### src/rtl/bu_arb.sv
// bu_arb: multi-master AHB arbiter. It grants one owner, routes the owner's address phase and the
// data-phase owner's write data, and drains the last data phase on release. Macro BU_ARB_RR_EN selects round-robin.
module bu_arb #(
    parameter int  NUM_MST = 3,
    parameter int  AW      = 64,
    parameter int  DW      = 64,
    localparam int IW      = (NUM_MST > 1) ? $clog2(NUM_MST) : 1
) (
    input  logic                  clk,
    input  logic                  rst,
    input  logic [NUM_MST-1:0]    m_bus_req,
    output logic [NUM_MST-1:0]    m_bus_ack,
    input  logic [NUM_MST*AW-1:0] m_haddr,
    input  logic [NUM_MST*DW-1:0] m_hwdata,
    input  logic [NUM_MST-1:0]    m_hwrite,
    input  logic [NUM_MST*3-1:0]  m_hsize,
    input  logic [NUM_MST*3-1:0]  m_hburst,
    input  logic [NUM_MST*4-1:0]  m_hprot,
    input  logic [NUM_MST*2-1:0]  m_htrans,
    input  logic [NUM_MST-1:0]    m_hmastlock,
    output logic [NUM_MST-1:0]    m_hready,
    output logic                  m_hresp,
    output logic [DW-1:0]         m_hrdata,
    output logic [AW-1:0]         haddr,
    output logic                  hwrite,
    output logic [2:0]            hsize,
    output logic [2:0]            hburst,
    output logic [3:0]            hprot,
    output logic [1:0]            htrans,
    output logic                  hmastlock,
    output logic [DW-1:0]         hwdata,
    input  logic                  hready,
    input  logic                  hresp,
    input  logic [DW-1:0]         hrdata,
    output logic [IW-1:0]         owner_id,
    output logic [1:0]            dbg_state
);

    // A master holds m_bus_req while it wants the bus; m_bus_ack (one-hot, registered) marks the owner,
    // and ownership is released only when both the owner's m_bus_req and m_hmastlock are low.
    typedef enum logic [1:0] {
        S_IDLE  = 2'd0,
        S_OWN   = 2'd1,
        S_DRAIN = 2'd2
    } state_t;

    state_t             state_q, state_d;
    logic [IW-1:0]      owner_q, owner_d;
    logic [IW-1:0]      dp_owner_q, dp_owner_d;
    logic               dp_valid_q, dp_valid_d;
    logic [NUM_MST-1:0] ack_q, ack_d;
    logic [IW-1:0]      sel_idx;
    logic               sel_found;
    logic [NUM_MST-1:0] sel_onehot;
    logic               owner_holds;
    logic               grant;

`ifdef BU_ARB_RR_EN
    logic [IW-1:0] rr_ptr_q, rr_ptr_d;
    int            best_dist;
    int            dist;

    // The requester closest after the last owner (wrapping) wins.
    always_comb begin
        sel_idx   = '0;
        sel_found = 1'b0;
        best_dist = NUM_MST;
        dist      = 0;
        for (int i = 0; i < NUM_MST; i++) begin
            dist = i - int'(rr_ptr_q) - 1;
            if (dist < 0) dist = dist + NUM_MST;
            if (m_bus_req[i] && (dist < best_dist)) begin
                best_dist = dist;
                sel_idx   = IW'(i);
                sel_found = 1'b1;
            end
        end
    end
`else
    always_comb begin
        sel_idx   = '0;
        sel_found = 1'b0;
        for (int i = NUM_MST - 1; i >= 0; i--) begin
            if (m_bus_req[i]) begin
                sel_idx   = IW'(i);
                sel_found = 1'b1;
            end
        end
    end
`endif

    always_comb begin
        owner_holds = 1'b0;
        sel_onehot  = '0;
        for (int i = 0; i < NUM_MST; i++) begin
            if (owner_q == IW'(i)) owner_holds = m_bus_req[i] | m_hmastlock[i];
            sel_onehot[i] = sel_found && (sel_idx == IW'(i));
        end
    end

    always_comb begin
        state_d    = state_q;
        owner_d    = owner_q;
        ack_d      = ack_q;
        dp_valid_d = dp_valid_q;
        dp_owner_d = dp_owner_q;
        grant      = 1'b0;
`ifdef BU_ARB_RR_EN
        rr_ptr_d   = rr_ptr_q;
`endif
        unique case (state_q)
            S_IDLE:  grant = sel_found;
            S_OWN: begin
                if (!owner_holds) begin
                    state_d = S_DRAIN;
                    ack_d   = '0;
                end
            end
            S_DRAIN: begin
                if (hready) begin
                    if (sel_found) grant = 1'b1;
                    else           state_d = S_IDLE;
                end
            end
            default: begin
                state_d = S_IDLE;
                ack_d   = '0;
            end
        endcase
        if (grant) begin
            state_d = S_OWN;
            owner_d = sel_idx;
            ack_d   = sel_onehot;
`ifdef BU_ARB_RR_EN
            rr_ptr_d = sel_idx;
`endif
        end
        // Each accepted transfer moves the address-phase owner into the data phase.
        if (hready) begin
            dp_valid_d = (state_q == S_OWN);
            dp_owner_d = owner_q;
        end
    end

    always_ff @(posedge clk) begin
        if (rst) begin
            state_q    <= S_IDLE;
            owner_q    <= '0;
            ack_q      <= '0;
            dp_valid_q <= 1'b0;
            dp_owner_q <= '0;
`ifdef BU_ARB_RR_EN
            rr_ptr_q   <= IW'(NUM_MST - 1);
`endif
        end else begin
            state_q    <= state_d;
            owner_q    <= owner_d;
            ack_q      <= ack_d;
            dp_valid_q <= dp_valid_d;
            dp_owner_q <= dp_owner_d;
`ifdef BU_ARB_RR_EN
            rr_ptr_q   <= rr_ptr_d;
`endif
        end
    end

    always_comb begin
        haddr     = '0;
        hwrite    = 1'b0;
        hsize     = '0;
        hburst    = '0;
        hprot     = '0;
        htrans    = 2'b00;
        hmastlock = 1'b0;
        hwdata    = '0;
        m_hready  = '0;
        for (int i = 0; i < NUM_MST; i++) begin
            if ((state_q == S_OWN) && (owner_q == IW'(i))) begin
                haddr     = m_haddr[i*AW +: AW];
                hwrite    = m_hwrite[i];
                hsize     = m_hsize[i*3 +: 3];
                hburst    = m_hburst[i*3 +: 3];
                hprot     = m_hprot[i*4 +: 4];
                htrans    = m_htrans[i*2 +: 2];
                hmastlock = m_hmastlock[i];
            end
            if (dp_valid_q && (dp_owner_q == IW'(i))) begin
                hwdata      = m_hwdata[i*DW +: DW];
                m_hready[i] = hready;
            end
        end
    end

    assign m_bus_ack = ack_q;
    assign owner_id  = owner_q;
    assign dbg_state = state_q;
    assign m_hresp   = hresp;
    assign m_hrdata  = hrdata;

endmodule

### config.mk
export PLATFORM = sky130hd
export DESIGN_NAME = bu_arb
export DESIGN_NICKNAME = d
export VERILOG_FILES = /design/src/rtl/bu_arb.sv
export SDC_FILE = /design/constraint.sdc
export NUM_CORES = 1
export LEC_CHECK = 0
export CAP_MARGIN = 10
export CORE_AREA = 3 3 273 275
export DETAILED_ROUTE_END_ITERATION = 8
export DIE_AREA = 0 0 276 278
export PLACE_DENSITY_LB_ADDON = 0.05
export SLEW_MARGIN = 20
export SYNTH_ARGS = -nofsm -noshare
export SYNTH_HDL_FRONTEND = slang
export SYNTH_SLANG_ARGS = --single-unit
export TNS_END_PERCENT = 5
### constraint.sdc
create_clock -name clk -period 2.3 [get_ports clk]
set_clock_uncertainty 0.2 [all_clocks]
set_input_delay 0.46 -clock clk [delete_from_list [all_inputs] [get_ports clk]]
set_output_delay 0.46 -clock clk [all_outputs]
set_load 0.02 [all_outputs]
==> results of run 1 <==
==> path summary, 6_finish.rpt <==
| path | endpoint | start | depth (start not counted) |
|---|---|---|---|
| max | haddr[35] | owner_id[1] | 9 |
| max reg2reg | m_bus_ack[1] | owner_id[1] | 8 |
| min | m_bus_ack[0] | m_bus_ack[0] | 1 |
| min reg2reg | m_bus_ack[0] | m_bus_ack[0] | 1 |
==> cells in the final DEF (no fill, tap or decap), types with 5 or more instances in the layout <==
master,Yosys,routed
nor2_1,166,163
buf_8,0,5
and2_1,64,58
dfxtp_1,10,5
a21oi_2,0,8
nand2_1,67,64
buf_12,0,36
buf_2,16,50
buf_6,1,49
and2_4,0,6
clkdlybuf4s50_1,0,437
a21oi_1,83,75
o21ai_0,69,56
mux2i_1,144,139
o21ai_1,1,12
clkbuf_16,0,6
buf_16,0,5
buf_4,80,110
==> cells by family after synthesis <==
logic type / after synthesis / share of synthesized area (%)
AND/OR/NAND/NOR: 314 / 29.28
multiplexers: 144 / 30.56
flip-flops: 10 / 4.244
AO/OA/AOI/OAI: 163 / 18.12
buffers and inverters: 135 / 17.80
==> critical path, delay by kind of cell (launching register included) <==
kind	cells	cell delay, ns
buffers and inverters	5	0.69
DFF	1	0.38
and+or+nand+nor	2	0.27
muxes	1	0.11
AOI/OAI and AO/OA	1	0.06
==> cells in the mapped netlist <==
| master | n | area, µm² |
|---|---|---|
| nor2b_1 | 2 | 12.51 |
| and3_1 | 2 | 12.51 |
| mux2i_1 | 144 | 1441 |
| nor3b_1 | 1 | 7.510 |
| o21ai_0 | 69 | 345.3 |
| a211oi_1 | 1 | 7.510 |
| a32oi_1 | 1 | 8.760 |
| o2bb2ai_1 | 1 | 8.760 |
| dfxtp_1 | 10 | 200.2 |
| clkbuf_4 | 1 | 7.510 |
| a21oi_1 | 83 | 415.4 |
| nand2b_1 | 5 | 31.28 |
| buf_2 | 16 | 80.08 |
| and2_1 | 64 | 400.4 |
| nor2_1 | 166 | 623.1 |
| nand2_1 | 67 | 251.5 |
| or3_1 | 2 | 12.51 |
| o21ai_1 | 1 | 5.000 |
| clkbuf_2 | 1 | 5.000 |
| clkbuf_1 | 32 | 120.1 |
| nor3_1 | 2 | 10.01 |
| buf_1 | 2 | 7.510 |
| and2b_1 | 1 | 7.510 |
| buf_4 | 80 | 600.6 |
| o32ai_1 | 1 | 8.760 |
| or2_2 | 2 | 12.51 |
| a211oi_2 | 1 | 12.51 |
| a41oi_1 | 1 | 8.760 |
| a22o_1 | 1 | 8.760 |
| buf_6 | 1 | 11.26 |
| inv_1 | 2 | 7.510 |
| a22oi_1 | 1 | 7.510 |
| o22a_1 | 2 | 17.52 |
==> routing by layer <==
metal | track usage, % | wire [µm] | vias to the layer above
met4 | 0.9614 | 210 | 0
met3 | 4.823 | 4315 | 6
met5 | 0 | 0 | -
met2 | 19.50 | 21920 | 403
li1 | - | - | 3674
met1 | 10.97 | 15960 | 3297
==> power groups by stage <==
| stage | clock, µW | combinational (µW) | sequential [µW] |
|---|---|---|---|
| floorplan | 0 | 1120 | 208 |
| finish | 353 | 2660 | 200 |
| global route | 370 | 2890 | 203 |
| detailed placement | 0 | 2640 | 210 |
| global placement | 0 | 2670 | 209 |
| CTS | 363 | 2650 | 201 |
==> state kept, by name (all words and copies together), names as in the netlist <==
register / cells
dbg_state: 2
dp_owner_q: 2
dp_valid_q: 1
m_bus_ack: 3
owner_id: 2
==> stage by stage <==
step / setup slack, ns / cell area, µm² / utilization [%] / instances / hold WS [ns]
3_3_place_gp: -0.6285 / 11910 / 16.40 / 2254 / 0.2877
6_report: -0.1173 / 12450 / 17.15 / 2303 / 0.2908
3_5_place_dp: -0.5533 / 11910 / 16.40 / 2254 / 0.2912
2_1_floorplan: 0.1567 / 4717 / - / 766 / 0.3539
5_1_grt: -0.1707 / 12440 / 17.14 / 2302 / 0.3153
4_1_cts: -0.2258 / 12080 / 16.65 / 2284 / 0.2973
==> area by class of cell <==
class                   count  area (µm²)  area share (%)
repair buffers            706        7126           57.25
multi-input cells         621        3807           30.59
well taps                 959        1200           9.641
flip-flops and latches     10       214.0           1.719
clock buffers               4       88.84          0.7138
inverters                   2       7.507         0.06032
diodes                      1       2.502         0.02011
==> timing repair <==
item / CTS / global route
hold endpoints to repair: 0 / 0
setup buffers: 21 / 16
cloned: 5 / 3
pin swaps: 14 / 20
hold buffers: 0 / 0
resized for setup: 614 / 143
setup endpoints to repair: 143 / 131
==> flow_summary.toml, run 1 <==
[detailed_routing]
drt_first_pass_iters = 4
vias_per_cell = 3.205
routed_wl_um = 42410
drtIter0Drc = 175
ant_nets = 0
wire_per_inst_um = 18.42
drc = 0
num_vias = 7380

[clocking]
clockRootBuffer = "clkbuf_16"
cts_tree = "done"
clk_latency_ns = 0.24
cts_sinks = 10
cts_made_buffers = 3
h-tree-depth = 1
path_clk_slew_ns = 0.04
clk_path_buf_depth = 2

[placed_design]
place_congestion = 0.7259
dp.final_hpwl_um = 33910
numPortBuffers = 583

[setup_path]
crit_chain = "buf_8, buf_12, clkbuf_16, buf_4, mux2i_1, nor2_1, a21oi_1, nor2_1, buf_4"
cp.arrival_ns = 1.76
crit_path_start_kind = "flip-flop"
crit_slowest_cell = "dfxtp_4"
crit_path_max_incr_delay_ns = 0.38
critPathMaxFanout = 5
critPathKind = "reg -> out"
required_ns = 1.64
endpoint_kind = "primary output"
r2r_slack_ns = 0.15

[timing]
slew_violations = 0
rsz0062_at_grt = "true"
fin_crit_sh_pct = 105.1
fmax_ghz = 0.4137
setup_viol = 49
fin_setup_tns_ns = -1.430
worstMarginPinSlew_ns = 0.4225
maxSlewHeadroom_pct = 71.75
final.min_clock_period_ns = 2.417
setup_slack_ns = -0.1173
hold_viol_final = 0

[status]
status = "complete, but fails checks"
failed_checks = "setup timing"

[floorplan]
num_rows = 99
core_area_um2 = 72590
io_pins = 714
start_util_pct = 6.498
die_w_um = 276
die_h_um = 278
dieArea_um2 = 76730

[finish]
layout.nets = 1841
nFillCells = 8344
area_growth_pct = 163.8
layout-drive-gt1-share_pct = 23.01

[global_routing]
grt_overflow = 0
grtUsageTotal_pct = 10.40
grt_pass1_wl_um = 59150
antenna_found_initial = 1
grt_pass1_vias = 8007
grt_max_degree = 28

[logic_synthesis]
syn-cell-area_um2 = 4717
synth_cell_types = 33
syn_nets = 1263
yosysWarnings = 0
synth-seq-cells = 10
synth.yosys.seq_area_share_pct = 4.244
syn_inst = 766
avgSynthCellArea_um2 = 6.158

[power_and_ir_drop]
switchingPower_uw = 1268
p_comb_share_pct = 82.8
peakVddDrop_uv = 193.3
p_sw_share_pct = 39.45
seqPwrFrac_pct = 6.2
total_power_uw = 3215
cellPowerDensity_nw_per_um2 = 258.3
power.leakage_uw = 0.004700
p_int_uw = 1947
clockPowerShare_pct = 11.0

[flow_run]
drv_cap = 0

[hold_path]
hold_class = "reg -> reg"
No activity file was read; power rests on OpenSTA's default activity.
==> run 2, diff against run 1 <==
--- a/config.mk
+++ b/config.mk
@@ -10,6 +10,7 @@
 export DETAILED_ROUTE_END_ITERATION = 8
 export DIE_AREA = 0 0 276 278
 export PLACE_DENSITY_LB_ADDON = 0.05
+export RECOVER_POWER = 50
 export SLEW_MARGIN = 20
 export SYNTH_ARGS = -nofsm -noshare
 export SYNTH_HDL_FRONTEND = slang
==> results of run 2 <==
No change in the layout: final DEF, timing and power equal those of run 1.
